`config.mk`:
```
export PLATFORM = sky130hd
export DESIGN_NAME = req_arbiter8
export DESIGN_NICKNAME = d
export VERILOG_FILES = /design/src/rtl/req_arbiter8.sv
export SDC_FILE = /design/constraint.sdc
export NUM_CORES = 1
export LEC_CHECK = 0
export CAP_MARGIN = 5
export CORE_MARGIN = 4
export CORE_UTILIZATION = 55
export DETAILED_ROUTE_END_ITERATION = 10
export PLACE_DENSITY = 0.8
export SYNTH_ARGS = -nofsm -noshare
export SYNTH_HDL_FRONTEND = slang
export SYNTH_SLANG_ARGS = --single-unit
```
`constraint.sdc`:
```
create_clock -name clk -period 4.35 [get_ports clk]
set_input_delay 0.6525 -clock clk [delete_from_list [all_inputs] [get_ports clk]]
set_output_delay 0.6525 -clock clk [all_outputs]
set_load 0.05 [all_outputs]
```
`src/rtl/req_arbiter8.sv`:
```
// Round-robin arbiter sharing one 8-input encoder among 8 requesters; grant held until the owner drops req.
// Optional ARB_TIMEOUT_EN: forced release after MAX_HOLD busy cycles, tmo pulse, owner masked until it drops req.
//   state  | meaning
//   S_IDLE | no owner; eligible requests arbitrated on the next edge
//   S_BUSY | gnt_idx owns the encoder until it drops req (or times out)
module req_arbiter8 #(
    parameter int PTR_INIT = 0,
    parameter int MAX_HOLD = 16
) (
    input  logic       clk,
    input  logic       rst_n,
    input  logic [7:0] req,
    output logic [7:0] gnt,
    output logic [2:0] gnt_idx,
    output logic       gnt_valid,
    output logic       tmo
);

    localparam logic S_IDLE = 1'b0;
    localparam logic S_BUSY = 1'b1;
    localparam logic [2:0] PTR_RST = 3'(PTR_INIT);

    if (PTR_INIT < 0 || PTR_INIT > 7 || MAX_HOLD < 1) begin : g_param_check
        $error("req_arbiter8: PTR_INIT must be 0..7 and MAX_HOLD must be >= 1");
    end

    logic       r_state;
    logic [7:0] r_gnt;
    logic [2:0] r_gnt_idx;
    logic       r_gnt_valid;
    logic [2:0] r_ptr;

    logic [7:0] w_elig;
    logic       w_found;
    logic [2:0] w_win;
    logic       w_own_req;

`ifdef ARB_TIMEOUT_EN
    localparam int HOLD_W = $clog2(MAX_HOLD + 1);
    localparam logic [HOLD_W-1:0] HOLD_MAX = HOLD_W'(MAX_HOLD);

    logic [7:0]        r_mask;
    logic [HOLD_W-1:0] r_hold;
    logic              r_tmo;

    assign w_elig = req & ~r_mask;
    assign tmo    = r_tmo;
`else
    assign w_elig = req;
    assign tmo    = 1'b0;
`endif

    assign w_own_req = req[r_gnt_idx];
    assign gnt       = r_gnt;
    assign gnt_idx   = r_gnt_idx;
    assign gnt_valid = r_gnt_valid;

    // First eligible index at or after the pointer, wrapping modulo 8.
    always_comb begin
        logic [2:0] w_cand;
        w_found = 1'b0;
        w_win   = 3'd0;
        w_cand  = 3'd0;
        for (int k = 0; k < 8; k++) begin
            w_cand = r_ptr + 3'(k);
            if (!w_found && w_elig[w_cand]) begin
                w_found = 1'b1;
                w_win   = w_cand;
            end
        end
    end

    always_ff @(posedge clk or negedge rst_n) begin
        if (!rst_n) begin
            r_state     <= S_IDLE;
            r_gnt       <= 8'h00;
            r_gnt_idx   <= 3'd0;
            r_gnt_valid <= 1'b0;
            r_ptr       <= PTR_RST;
`ifdef ARB_TIMEOUT_EN
            r_mask      <= 8'h00;
            r_hold      <= '0;
            r_tmo       <= 1'b0;
`endif
        end else begin
`ifdef ARB_TIMEOUT_EN
            r_tmo  <= 1'b0;
            r_mask <= r_mask & req;
`endif
            case (r_state)
                S_IDLE: begin
                    if (w_found) begin
                        r_gnt       <= 8'h01 << w_win;
                        r_gnt_idx   <= w_win;
                        r_gnt_valid <= 1'b1;
                        r_ptr       <= w_win + 3'd1;
                        r_state     <= S_BUSY;
`ifdef ARB_TIMEOUT_EN
                        r_hold      <= HOLD_W'(1);
`endif
                    end
                end
                default: begin
                    if (!w_own_req) begin
                        r_gnt       <= 8'h00;
                        r_gnt_idx   <= 3'd0;
                        r_gnt_valid <= 1'b0;
                        r_state     <= S_IDLE;
                    end
`ifdef ARB_TIMEOUT_EN
                    // Owner kept req high for its full allowance: force release and mask it.
                    else if (r_hold == HOLD_MAX) begin
                        r_gnt              <= 8'h00;
                        r_gnt_idx          <= 3'd0;
                        r_gnt_valid        <= 1'b0;
                        r_state            <= S_IDLE;
                        r_tmo              <= 1'b1;
                        r_mask[r_gnt_idx]  <= 1'b1;
                    end else if (r_hold != '1) begin
                        r_hold <= r_hold + HOLD_W'(1);
                    end
`endif
                end
            endcase
        end
    end

endmodule

```
---- Yosys cells after proc, flatten, opt, wreduce, memory -nomap -nowiden ----
Index checks and enable logic that the tools add are counted.
storage, ports and cells
  flip-flop bits (word level) ............. 16
  input port bits ......................... 10
  output and inout port bits .............. 13
  logic and storage cells ................. 88
operators by class
  $add $sub $neg .......................... 8
  magnitude comparators ................... 9
  eq/ne operators ......................... 1
  shift operators ......................... 1
  mux-type cells .......................... 46
  bitwise operators ....................... 1
  reduce and logical (&&, ||, !) cells .... 17
operator list
  cell                   count
  $lt A3 B4 Y1 const B   9
  $mux W3                11
  $bmux W1 S3            9
  $mux W8                3
  $mux W1                23
  $add A3 B3 Y3 const B  4
  $shl A1 B3 Y8 const A  1
  $logic_and A1 B1 Y1    7
  $logic_not A1 Y1       7
  $add A3 B1 Y3 const B  2
  $add A3 B2 Y3 const B  2
  $reduce_and A2 Y1      2
  $ne A2 B2 Y1 const B   1
  $reduce_bool A2 Y1     1
  $not A1 Y1             1

---- Longest topological paths before layout ----
Gate-level depths: netlist (run 1).
  depth after elaboration ................. 27
  mapped depth ............................ 15
  depth with buffers taken out ............ 13

---- Worst setup path before layout (run 1) ----
OpenSTA, ideal clock, no wires.
  kind .................................... flip-flop to flip-flop
  start point ............................. register r_ptr[0]
  end point ............................... register r_ptr[2]
  setup time .............................. 0.128 ns
  data arrival time ....................... 3.587 ns
  required time ........................... 4.222 ns
  setup slack ............................. 0.635 ns
  stages on the path, launching flop included .. 14
  path buffers ............................ 2
  period minus slack after synthesis ...... 3.715 ns
  cell sequence ........................... dfrtp_1 > buf_6 > buf_2 > inv_1 > ha_1 > mux4_2 > mux2i_1 > a32oi_1 > nor3b_4 > a32oi_1 > and2_1 > ha_1 > ha_1 > mux2_1
between the ends
  longest elaborated chain between the ends .. 25
  elaborated cells between the ends (all ways) .. 55
  those cells by class .................... add/sub: 8; mux: 32; reduce/logical: 15
RTL lines
  what                                                                    RTL line  source
  start: declaration                                                      31        logic [2:0] r_ptr;
  start signal: assignment                                                96        r_ptr <= w_win + 3'd1;
  parallel branches: the longest is 25 deep, another holds $add A3 B1 Y3  --
Parallel ways; which one is timed is not known. The select of a mux whose other input is x is not followed.
A chain may end at the register's enable or synchronous reset.

---- Worst setup path after layout (run 1) ----
  start point ............................. register r_ptr[1]
  end point ............................... register r_ptr[2]
Same word-level chain as after synthesis.

==> metrics, run 1 <==
TNS Setup=0 ns; final setup vio count=0; Design Area, Final=1910 sq um; WS Path Type=reg2reg; Tcrit/Tclk final=85.7%; Gates resized, CTS repair=0; Synth top cells by count=24 x nand2_1, 16 x dfrtp_1, 13 x mux4_2; wire per inst=18.3 um; vias in the first global route=1369; clock-pin slew on the worst setup and hold paths=0.10 ns; Core Region=2830 sq um; status=finished clean; CTS Buf Count=3; chip width=63.1 um; multi-input logic area=1190 sq um; Synth area leaders=dfrtp_1 24%, mux4_2 18%, mux2i_1 6.6%; num rows=19; First-pass DRT Iterations=4; htree depth=1; Area growth syn-to-layout=14.6%; first-pass GRT wire length=6850 um; max-slew violations=0; Synth cell types=45; final hold viol count=0; Gate Count Post-Synth=166; Crit. End Element=flop; clock buffer depth=2; nets=202; vias per cell=6.47; post-route ant nets=0; peak per-stage delay on the critical path=0.63 ns; Post-synth EDFFs=0; Antenna Cells=0; Most used DFF post-synth=dfrtp_1; relative slew slack=51.8%; 1st-iter DRT viols=84; height of the chip=63.1 um; GRT overflow=0; CP cell instances=inv_2, ha_1, mux4_2, mux2i_1, a32oi_1, nor3b_4, a32oi_1, and2_1, ha_1, ha_1, mux2_1; Total Routing Usage GR=21.1%; Fmax=268 MHz; full die area=3980 sq um; Arr. time, crit path=3.92 ns; FILL cells=230; DR vias=1391; DP Wirelength=2990 um; postcts setup bufs=0; CP Max Fanout=10; # DRC=0; largest net degree at the start of global routing=27; Sink Count=16; RD Place Congestion=0.950; routed wire length=3930 um; root buf cell=clkbuf_4; Max-Cap Viols=0; Port Buffers=21; asr flop ratio synth=100%; insertion delay to the later sink of the worst-skew pair=0.30 ns; initial antenna violation count=0; DP Area=1880 sq um; Req. time, crit path=4.54 ns; Initial Util=59.0%; hold_buf cts=0; Max Clock Skew=0.00874 ns; Worst Max-Slew Pin Slew=0.723 ns; Mapped Area=1670 sq um; Final min period=3.73 ns; CTS tree=yes; Post-Place Setup Slack=0.424 ns; CP max-delay cell=mux4_2; layout cells sized above 1=18.5%; Most common cell on crit path=ha_1; RSZ-0062 raised after global routing=no; worst setup margin=0.620 ns; most common cell in the netlist=nand2_1; Yosys reg bits=16; syn avg cell area=10.1 sq um; largest area contributor in the netlist=dfrtp_1; Reg area=400 sq um; post-synth top area share=24.0%; Worst Setup Start Kind=flop; post-synthesis sequential area ratio=24.0%; Hold WC Path Type=reg2reg; Yosys warnings=0; Post-Syn Nets=183; I/O pins=23
[cell type report]
type,instances,share of cell area [%]
well taps,31,2.03
flip-flops and latches,16,20.9
multi-input cells,134,62.0
inverters,7,1.37
clock buffers,4,1.90
repair buffers,23,11.8
[layer usage]
layer / track usage (%) / vias to the layer above / wire (um) / part of all wire (%)
met1: 32.5 / 680 / 1990 / 51
met2: 30.6 / 33 / 1720 / 44
met5: 0 / - / 0 / 0
li1: - / 670 / - / -
met4: 3.58 / 0 / 50 / 1.3
met3: 4.62 / 8 / 170 / 4.3
[path summary, 6_finish.rpt]
| path | from | end | slack (ns) | depth (start not counted) |
|---|---|---|---|---|
| worst max-delay path | r_ptr[1]$_DFFE_PN0P_ | r_ptr[2]$_DFFE_PN0P_ | 0.62 | 11 |
| worst min-delay path | gnt_valid$_DFFE_PN0P_ | gnt_valid$_DFFE_PN0P_ | 0.53 | 1 |
| worst max register to register | r_ptr[1]$_DFFE_PN0P_ | r_ptr[2]$_DFFE_PN0P_ | 0.62 | 11 |
| worst min register to register | gnt_valid$_DFFE_PN0P_ | gnt_valid$_DFFE_PN0P_ | 0.53 | 1 |
| max in group asynchronous | rst_n | gnt_idx[2]$_DFFE_PN0P_ | 3.12 | 1 |
| min in group asynchronous | rst_n | r_ptr[2]$_DFFE_PN0P_ | 0.77 | 1 |
[sequential cells by signal (all words and copies together), names as in the netlist]
name	count
gnt	8
gnt_valid	1
r_state	1
gnt_idx	3
r_ptr	3
[worst max-delay path: cells and delay by family, from the launching register on]
| kind | cells | cell delay [ns] |
|---|---|---|
| buffers and inverters | 1 | 0.13 |
| multiplexers | 3 | 1.14 |
| flip-flops | 1 | 0.37 |
| adder cells (fa/ha/maj) | 3 | 0.99 |
| AO/OA/AOI/OAI | 2 | 0.39 |
| AND/OR/NAND/NOR | 2 | 0.61 |
[logic make-up (layout without fill, tap and decap cells)]
group / count (synthesis) / count (layout) / synth area share (%)
xor gates and xnor gates: 2 / 2 / 1.50
buffers and inverters: 16 / 34 / 4.94
other: 1 / 1 / 0.225
adders and majority gates: 7 / 7 / 5.24
and+or+nand+nor: 49 / 49 / 13.5
AOI/OAI and AO/OA: 41 / 41 / 18.3
muxes: 34 / 34 / 32.4
DFF: 16 / 16 / 24.0
[cell usage in the layout (no fill, tap or decap), drive strengths merged, types with 4 or more instances in the layout]
cell           netlist  final
clkbuf               3      4
clkdlybuf4s50        0     21
dfrtp               16     16
ha                   7      7
inv                  7      7
mux2                 7      7
mux2i               14     14
mux4                13     13
nand2               24     24
nand3                7      7
nor2                 9      9
o21a                 4      4
o21ai               11     11
o22ai                4      4
[stage by stage]
step | util (%) | hold slack, ns | instances
global placement | 66.4 | 0.468 | 211
global route | 67.7 | 0.547 | 215
detailed placement | 66.4 | 0.479 | 211
floorplan | - | 0.357 | 166
CTS | 67.7 | 0.524 | 215
finish | 67.7 | 0.529 | 215
Power of run 1 is not shown: default switching activity piles up to over one toggle a cycle in this logic, so the estimate is an artifact.
==> run 2, diff against run 1 <==
Settings changed: MAX_ROUTING_LAYER set to met4, REMOVE_ABC_BUFFERS set to 1.
Clock period 4.35 ns to 4 ns, I/O delays scaled along.
==> metrics, run 2 (synthesis results as in run 1) <==
vias per cell=6.64 (+2.6%); max reg flops=8 (unchanged); commonest non-fill, non-tap cell in the layout=nand2_1; Most common cell on crit path=ha_1; Crit. End Element=flop; first-pass GRT wire length=7200 um (+5.1%); root buf cell=clkbuf_4; RSZ-0062 raised after global routing=no; status=finished clean; Gates resized, CTS repair=0 (unchanged); Max Clock Skew=0.00684 ns (-0.00190 ns); Core Region=2830 sq um (unchanged); Worst Setup Start Kind=flop; Final Non-Filler Cells=217 (+0.93%); TNS Setup=0 ns (unchanged); Worst R2R Path Depth=12 (+1); Sink Count=16 (unchanged); Critical Path Sink=r_ptr[2]$_DFFE_PN0P_; WS Path Type=reg2reg; I/O pins=23 (unchanged); Total Routing Usage GR=23.2% (+2.1 points); Placed Cells=213 (+0.95%); 1st-iter DRT viols=126 (+50%); hold_buf cts=0 (unchanged); chip width=63.1 um (unchanged); clock buffer depth=2 (unchanged); Tcrit/Tclk final=90.6% (+4.9 points); Arr. time, crit path=3.81 ns (-0.11 ns); post-route ant nets=0 (unchanged); largest net degree at the start of global routing=27 (unchanged); FF-to-FF End=r_ptr[2]$_DFFE_PN0P_; clock-pin slew on the worst setup and hold paths=0.10 ns (about the same); CTS Buf Count=3 (unchanged); met1 usage=34.7% (+2.2 points); Area growth syn-to-layout=15.5%; full die area=3980 sq um (unchanged); Hold WC Path Type=reg2reg; relative slew slack=53.2% (+1.4 points); CTS tree=yes; vias in the first global route=1369 (unchanged); RD Place Congestion=0.962 (+1.3%); Fmax=276 MHz (+2.9%); Req. time, crit path=4.19 ns (-0.35 ns); # DRC=0 (unchanged); final hold viol count=0 (unchanged); met3 usage=4.26% (-0.36 points); DP Wirelength=3120 um (+4.2%); CP cell instances=inv_1, ha_1, mux4_2, mux2i_1, a32oi_1, nor3_1, nand3_1, o21a_1, inv_1, ha_1, ha_1, mux2_1; insertion delay to the later sink of the worst-skew pair=0.29 ns (about the same); nets=204 (+0.99%); htree depth=1 (unchanged); routed wire length=4090 um (+4.0%); Worst Max-Slew Pin Slew=0.700 ns (-0.0229 ns); GRT overflow=0 (unchanged); initial antenna violation count=0 (unchanged); height of the chip=63.1 um (unchanged); wire per inst=18.8 um (+3.0%); CP max-delay cell=mux4_2; r2r setup slk=0.38 ns (-0.24 ns); commonest cells after routing, fill and taps aside=24 x nand2_1, 21 x clkdlybuf4s50_1, 16 x dfrtp_1, 13 x mux4_2, 11 x mux2i_1; Final min period=3.62 ns (-0.105 ns); Port Buffers=21 (unchanged); DR vias=1440 (+3.5%); final setup vio count=0 (unchanged); Reg-to-Reg Start=r_ptr[0]$_DFFE_PN0P_; met2 GRT Util=33.3% (+2.8 points); Antenna Cells=0 (unchanged); CP Max Fanout=7 (-3); Critical Path Start=r_ptr[0]$_DFFE_PN0P_; Max-Cap Viols=0 (unchanged); max-slew violations=0 (unchanged); First-pass DRT Iterations=4 (unchanged); Initial Util=59.0% (unchanged); busiest grt layer=met1; layout cells sized above 1=19.4% (+0.88 points); num rows=19 (unchanged); postcts setup bufs=0 (unchanged); peak per-stage delay on the critical path=0.63 ns (about the same)
==> run 2: how the worst min path moves through the flow <==
stage	start	to	slack, ns	cells past startpoint
floorplan	rst_n	gnt[0]$_DFFE_PN0P_	0.30	0
global placement	gnt_valid$_DFFE_PN0P_	gnt_valid$_DFFE_PN0P_	0.46	1
detailed placement	gnt_valid$_DFFE_PN0P_	gnt_valid$_DFFE_PN0P_	0.47	1
CTS	gnt_valid$_DFFE_PN0P_	gnt_valid$_DFFE_PN0P_	0.49	1
global route	gnt_valid$_DFFE_PN0P_	gnt_valid$_DFFE_PN0P_	0.53	1
finish	gnt_valid$_DFFE_PN0P_	gnt_valid$_DFFE_PN0P_	0.49	1
==> run 2: critical path: cells and delay by family (launching register included) <==
family | cells | cell delay [ns]
compound gates | 2 | 0.50
buf+inv | 2 | 0.16
fa+ha+maj | 3 | 0.86
mux | 3 | 1.13
flops | 1 | 0.37
simple gates | 2 | 0.50
==> run 2: per-layer routing <==
layer  up-vias  wire length [um]
met5         -                 0
li1        679                 -
met2        48              1900
met1       709              1940
met3         4               210
met4         0                38
==> run 2: stage by stage <==
step	util, %	setup WS [ns]	hold WS [ns]	area, sq um
floorplan	-	0.105	0.304	1610
global placement	66.9	0.286	0.462	1890
detailed placement	66.9	0.177	0.468	1890
CTS	68.2	0.431	0.494	1930
global route	68.2	0.181	0.529	1930
finish	68.2	0.375	0.488	1930
==> run 2: area by class of cell <==
| type | instances | area [sq um] |
|---|---|---|
| multi-input cells | 134 | 1190 |
| clock buffers | 4 | 36.3 |
| inverters | 7 | 26.3 |
| well taps | 31 | 38.8 |
| flip-flops and latches | 16 | 400 |
| repair buffers | 25 | 240 |
| fillers | 227 | 900 |
Power of run 2 is left out for the same reason.
